--- config.mk ---
export PLATFORM = sky130hd
export DESIGN_NAME = game_sequencer
export DESIGN_NICKNAME = d
export VERILOG_FILES = /design/src/rtl/game_sequencer.sv
export SDC_FILE = /design/constraint.sdc
export NUM_CORES = 1
export LEC_CHECK = 0
export CAP_MARGIN = 30
export CORE_MARGIN = 4
export CORE_UTILIZATION = 49
export CTS_BUF_LIST = sky130_fd_sc_hd__clkbuf_8
export DETAILED_ROUTE_END_ITERATION = 7
export GPL_TIMING_DRIVEN = 0
export PLACE_DENSITY = 0.78
export SYNTH_ARGS = -nofsm -noshare
export SYNTH_HDL_FRONTEND = slang
export SYNTH_SLANG_ARGS = --single-unit
--- constraint.sdc ---
create_clock -name clock -period 1.78 [get_ports clock]
set_input_delay 0.356 -clock clock [delete_from_list [all_inputs] [get_ports clock]]
set_output_delay 0.356 -clock clock [all_outputs]
set_load 0.03 [all_outputs]
--- src/rtl/game_sequencer.sv ---
// Game sequencer: synchronizes v_sync/button, debounces the button per frame and runs the
// IDLE/PLAY/DYING/OVER game FSM. Define HISCORE_EN to keep a best-score register.
`timescale 1ns/1ps

module game_sequencer #(
  parameter int DEBOUNCE_FRAMES = 2,
  parameter int DYING_FRAMES    = 30
) (
  input  logic       clock,
  input  logic       reset,
  input  logic       v_sync,
  input  logic       button,
  input  logic       collision,
  input  logic [7:0] score,
  output logic       frame_tick,
  output logic       step_en,
  output logic       flap,
  output logic       restart,
  output logic [1:0] state,
  output logic       blink,
  output logic [7:0] hiscore
);

  typedef enum logic [1:0] {
    S_IDLE  = 2'd0,
    S_PLAY  = 2'd1,
    S_DYING = 2'd2,
    S_OVER  = 2'd3
  } state_t;

  localparam logic [3:0] DEB_W   = 4'(DEBOUNCE_FRAMES);
  localparam logic [7:0] DYING_W = 8'(DYING_FRAMES);

  state_t     state_r;
  logic       vs_meta_r, vs_sync_r, vs_prev_r, tick_r;
  logic       bt_meta_r, bt_sync_r, bt_last_r, accepted_r, press_r;
  logic [3:0] stab_r, stab_next_s;
  logic       accept_next_s;
  logic [7:0] dying_r, fcnt_r;
  logic       pending_r, restart_r;
  logic       step_s;

  // input synchronizers and registered v_sync falling-edge pulse
  always_ff @(posedge clock or negedge reset) begin
    if (!reset) begin
      vs_meta_r <= 1'b0;
      vs_sync_r <= 1'b0;
      vs_prev_r <= 1'b0;
      tick_r    <= 1'b0;
      bt_meta_r <= 1'b1;
      bt_sync_r <= 1'b1;
    end else begin
      vs_meta_r <= v_sync;
      vs_sync_r <= vs_meta_r;
      vs_prev_r <= vs_sync_r;
      tick_r    <= vs_prev_r & ~vs_sync_r;
      bt_meta_r <= button;
      bt_sync_r <= bt_meta_r;
    end
  end

  // per-frame stability count and accepted-level decision
  always_comb begin
    stab_next_s   = stab_r;
    accept_next_s = accepted_r;
    if (tick_r) begin
      if (bt_sync_r == bt_last_r) begin
        if (stab_r != 4'd15) begin
          stab_next_s = stab_r + 4'd1;
        end else begin
          stab_next_s = stab_r;
        end
      end else begin
        stab_next_s = 4'd0;
      end
      if (stab_next_s >= DEB_W) begin
        accept_next_s = bt_sync_r;
      end else begin
        accept_next_s = accepted_r;
      end
    end else begin
      stab_next_s   = stab_r;
      accept_next_s = accepted_r;
    end
  end

  // debounce state, press pulse on accepted 1->0, free-running frame counter
  always_ff @(posedge clock or negedge reset) begin
    if (!reset) begin
      stab_r     <= 4'd0;
      bt_last_r  <= 1'b1;
      accepted_r <= 1'b1;
      press_r    <= 1'b0;
      fcnt_r     <= 8'd0;
    end else begin
      stab_r     <= stab_next_s;
      accepted_r <= accept_next_s;
      press_r    <= accepted_r & ~accept_next_s;
      if (tick_r) begin
        bt_last_r <= bt_sync_r;
        fcnt_r    <= fcnt_r + 8'd1;
      end
    end
  end

  // collision wins: it kills the step (and any flap) in its own cycle
  assign step_s = tick_r & (state_r == S_PLAY) & ~collision;

  // game FSM
  always_ff @(posedge clock or negedge reset) begin
    if (!reset) begin
      state_r   <= S_IDLE;
      restart_r <= 1'b0;
      pending_r <= 1'b0;
      dying_r   <= 8'd0;
    end else begin
      restart_r <= 1'b0;
      case (state_r)
        S_IDLE: begin
          if (press_r) begin
            state_r   <= S_PLAY;
            restart_r <= 1'b1;
          end
        end
        S_PLAY: begin
          if (collision) begin
            state_r   <= S_DYING;
            dying_r   <= DYING_W;
            pending_r <= 1'b0;
          end else if (step_s) begin
            pending_r <= 1'b0;
          end else if (press_r) begin
            pending_r <= 1'b1;
          end
        end
        S_DYING: begin
          if (tick_r) begin
            dying_r <= dying_r - 8'd1;
            if (dying_r == 8'd1) begin
              state_r <= S_OVER;
            end
          end
        end
        S_OVER: begin
          if (press_r) begin
            state_r   <= S_PLAY;
            restart_r <= 1'b1;
          end
        end
        default: begin
          state_r <= S_IDLE;
        end
      endcase
    end
  end

`ifdef HISCORE_EN
  logic [7:0] hiscore_r;

  // capture the finished game's score if it beats the best so far
  always_ff @(posedge clock or negedge reset) begin
    if (!reset) begin
      hiscore_r <= 8'd0;
    end else if ((state_r == S_DYING) && tick_r && (dying_r == 8'd1) && (score > hiscore_r)) begin
      hiscore_r <= score;
    end
  end

  assign hiscore = hiscore_r;
`else
  logic unused_score_s;
  assign unused_score_s = ^score;
  assign hiscore        = 8'd0;
`endif

  assign frame_tick = tick_r;
  assign step_en    = step_s;
  assign flap       = step_s & pending_r;
  assign restart    = restart_r;
  assign state      = state_r;
  assign blink      = ((state_r == S_IDLE) || (state_r == S_OVER)) ? fcnt_r[4] : 1'b1;

endmodule

==> flow_metrics.tcl <==
set metrics [dict create \
    status "finished with violations" \
    violations "negative setup slack" \
    critPathKind "register to register" \
    drt_wl_total_mm 3.533 \
    grt_pass1_vias 1341 \
    worst-path-max-fanout 4 \
    nFillCells 232 \
    r2r-start "dying_r[1]$_DFFE_PN0P_" \
    drv_cap 0 \
    clockBufferDepth 2 \
    start_util_pct 51.07 \
    final-hold-violation-count 0 \
    pre_cts_ws_ns -0.6011 \
    fmax_ghz 0.5452 \
    ios 28 \
    grtUsageTotal_pct 19.06 \
    synth_edf_count 0 \
    arrival_ns 2.01 \
    wl_met2_mm 1.868 \
    die-area_um2 4119 \
    period_share_pct 103.1 \
    antenna_left 0 \
    routedWlPerCell_um 14.97 \
    hpwl_mm 2.355 \
    drv_slew 0 \
    num_rows 20 \
    synthArstFlopShare_pct 100.0 \
    firstDrtPassIters 4 \
    rsz0062_at_grt "yes" \
    chipWidth_um 64.18 \
    vdd_drop_max_mv 0.8659 \
    final_area_um2 2041 \
    final_util_pct 67.40 \
    nets 210 \
    drc 0 \
    drive_above_1_share_pct 27.60 \
    multi_input_area_um2 787.0 \
    synth_seq_cells 30 \
    synth_top_area_share_pct 42.07 \
    power_density_nw_per_um2 1380 \
    max_stage_delay_ns 0.42 \
    synth_flop_cell "dfrtp_1" \
    die-height_um 64.18 \
    min_period_ns 1.834 \
    ff2ff_path_depth 4 \
    portBuffers 11 \
    grt_start_max_net_pins 23 \
    clkLatencyLatePin_ns 0.28 \
    regArea_um2 757.0 \
    post_layout_nonfiller_instances 236 \
    crit_buf_inv 0 \
    synth_cell_type_count 39 \
    hold_end "vs_sync_r$_DFF_PN0_" \
    synthCells 156 \
    critPathTopFamily "simple AND/OR/NAND/NOR gates" \
    cp-start-kind "register" \
    antenna_cells 0 \
    grt-ovfl-total 0 \
    max_slew_margin_pct 64.50 \
    finalClockSkew_ns 0.009350 \
    r2r-end "dying_r[5]$_DFFE_PN0P_" \
    hp-start "vs_meta_r$_DFF_PN0_" \
    drt-met1-wl_mm 1.484 \
    cts_root_buf "clkbuf_8" \
    syn2layout_area_growth_pct 31.96 \
    clkTransAtPathRegs_ns 0.07 \
    postSynthAreaPerCell_um2 9.913 \
    wl_met3_um 112 \
    cts.hold.buffers_added 0 \
    via_per_inst 5.373 \
    r2r_slack_ns -0.05 \
    drt_iter0_markers 86 \
    mappedNetlistArea_um2 1546 \
    antenna_found_initial 0 \
    top_layer "met4" \
    tightest_slew_ns 0.5308 \
    cts_buffers 5 \
    required_ns 1.96 \
    cts_tree "built" \
    yosysTopAreaCell "dfrtp_1" \
    core_area_um2 3028 \
    p_leak_nw 0.9264 \
    yosysWarnings 0 \
    hold_path_depth 0 \
    fin_ws_ns -0.05433 \
    placed_cell_area_um2 1775 \
    yosys-top-cells-area "dfrtp_1, dfstp_2, ha_1" \
    cts.htree.levels 2 \
    yosysSeqAreaShare_pct 48.87 \
    finalSetupViolCount 2 \
    cts.sinks 30 \
    via_count 1268 \
    hold_path_class "register to register" \
    worst_setup_path_end_kind "register" \
    slowest_stage "or4_4" \
    crit_chain "or3b_4 > or4_4 > mux2_4 > a22o_1" \
    gp_congestion 0.8110 \
    grt_pass1_wl_mm 6.003 \
    dpl.cell_count 219 \
]
cell type report:
| type | instances | area share (%) |
|---|---|---|
| multi-input cells | 113 | 38.57 |
| flip-flops and latches | 30 | 37.09 |
| repair buffers | 24 | 11.28 |
| clock buffers | 6 | 4.047 |
| plain buffers | 11 | 3.556 |
| well taps | 44 | 2.698 |
| clock inverters | 2 | 1.655 |
| inverters | 6 | 1.104 |
synthesized netlist by cell type, drive strengths merged, types with 4 or more instances:
| cell | instances |
|---|---|
| nor2 | 12 |
| xnor2 | 4 |
| nand2 | 9 |
| o21ai | 13 |
| nand3 | 7 |
| and3 | 4 |
| clkbuf | 5 |
| ha | 6 |
| a21oi | 8 |
| inv | 6 |
| dfrtp | 26 |
| dfstp | 4 |
| buf | 9 |
worst register-to-register path, cell delays in order, from the launching register on:
cell     delay, ns
dfrtp_1       0.41
or3b_4        0.41
or4_4         0.42
mux2_4        0.30
a22o_1        0.17
layout by cell type (no fill, tap or decap), drive strengths merged, types with 3 or more instances in the layout:
master	Yosys	routed
nand2	9	9
ha	6	6
nand2b	3	3
nor2	12	12
xnor2	4	4
buf	9	24
and3	4	4
dfrtp	26	26
clkbuf	5	10
mux2	3	3
inv	6	7
o21ai	13	13
nand3	7	7
nand4	3	3
clkdlybuf4s50	0	5
a21oi	8	8
dfstp	4	4
conb	1	8
power by group:
part | internal (mW) | total [mW] | switching [mW]
combinational | 0.511 | 1.10 | 0.592
clock | 0.450 | 0.704 | 0.253
sequential | 0.843 | 1.01 | 0.166
registers in the layout (all words and copies together) (netlist names):
signal	count
bt_sync_r	1
press_r	1
restart	1
fcnt_r	5
frame_tick	1
accepted_r	1
vs_meta_r	1
bt_meta_r	1
stab_r	4
bt_last_r	1
pending_r	1
dying_r	8
vs_sync_r	1
vs_prev_r	1
state	2
worst max-delay path by stage:
stage,start,end,slack [ns],depth (start not counted)
6_report,dying_r[1]$_DFFE_PN0P_,dying_r[5]$_DFFE_PN0P_,-0.05,4
5_1_grt,dying_r[1]$_DFFE_PN0P_,dying_r[5]$_DFFE_PN0P_,-0.08,4
4_1_cts,state[1]$_DFFE_PN0P_,flap,-0.11,6
3_5_place_dp,collision,flap,-0.60,4
3_3_place_gp,collision,flap,-0.59,4
2_1_floorplan,frame_tick$_DFF_PN0_,dying_r[5]$_DFFE_PN0P_,-0.17,5
stage by stage:
stage	hold WS, ns	setup TNS [ns]	power (mW)
after global placement	0.3397	-4.566	1.827
after detailed placement	0.3396	-2.584	1.904
after floorplan	0.06041	-0.1711	1.614
final	0.3555	-0.07342	2.816
after global routing	0.3645	-0.2488	3.005
after CTS	0.3613	-0.2657	2.701
metal layers:
layer  GRT usage [%]  vias up
li1                -      609
met1           21.32      616
met2           32.65       37
met3           5.975        6
met4           9.235        0
met5               0        -
repair_timing:
| item | CTS | global route |
|---|---|---|
| pin swaps | 0 | 2 |
| setup buffers | 8 | 4 |
| endpoints found under the hold margin | 0 | 0 |
| resized for setup | 29 | 13 |
| setup endpoints to repair | 9 | 9 |
cells by family (layout without fill, tap and decap cells):
kind of cell / after synthesis / after routing / share of synthesized area (%)
and+or+nand+nor: 52 / 52 / 17.96
AOI/OAI and AO/OA: 36 / 36 / 14.16
DFF: 30 / 30 / 48.87
buffers and inverters: 20 / 49 / 7.039
adders and majority gates: 6 / 6 / 4.854
xor gates and xnor gates: 6 / 6 / 3.398
muxes: 5 / 5 / 3.479
other: 1 / 8 / 0.2425
Power figures use the tool's default switching activity.
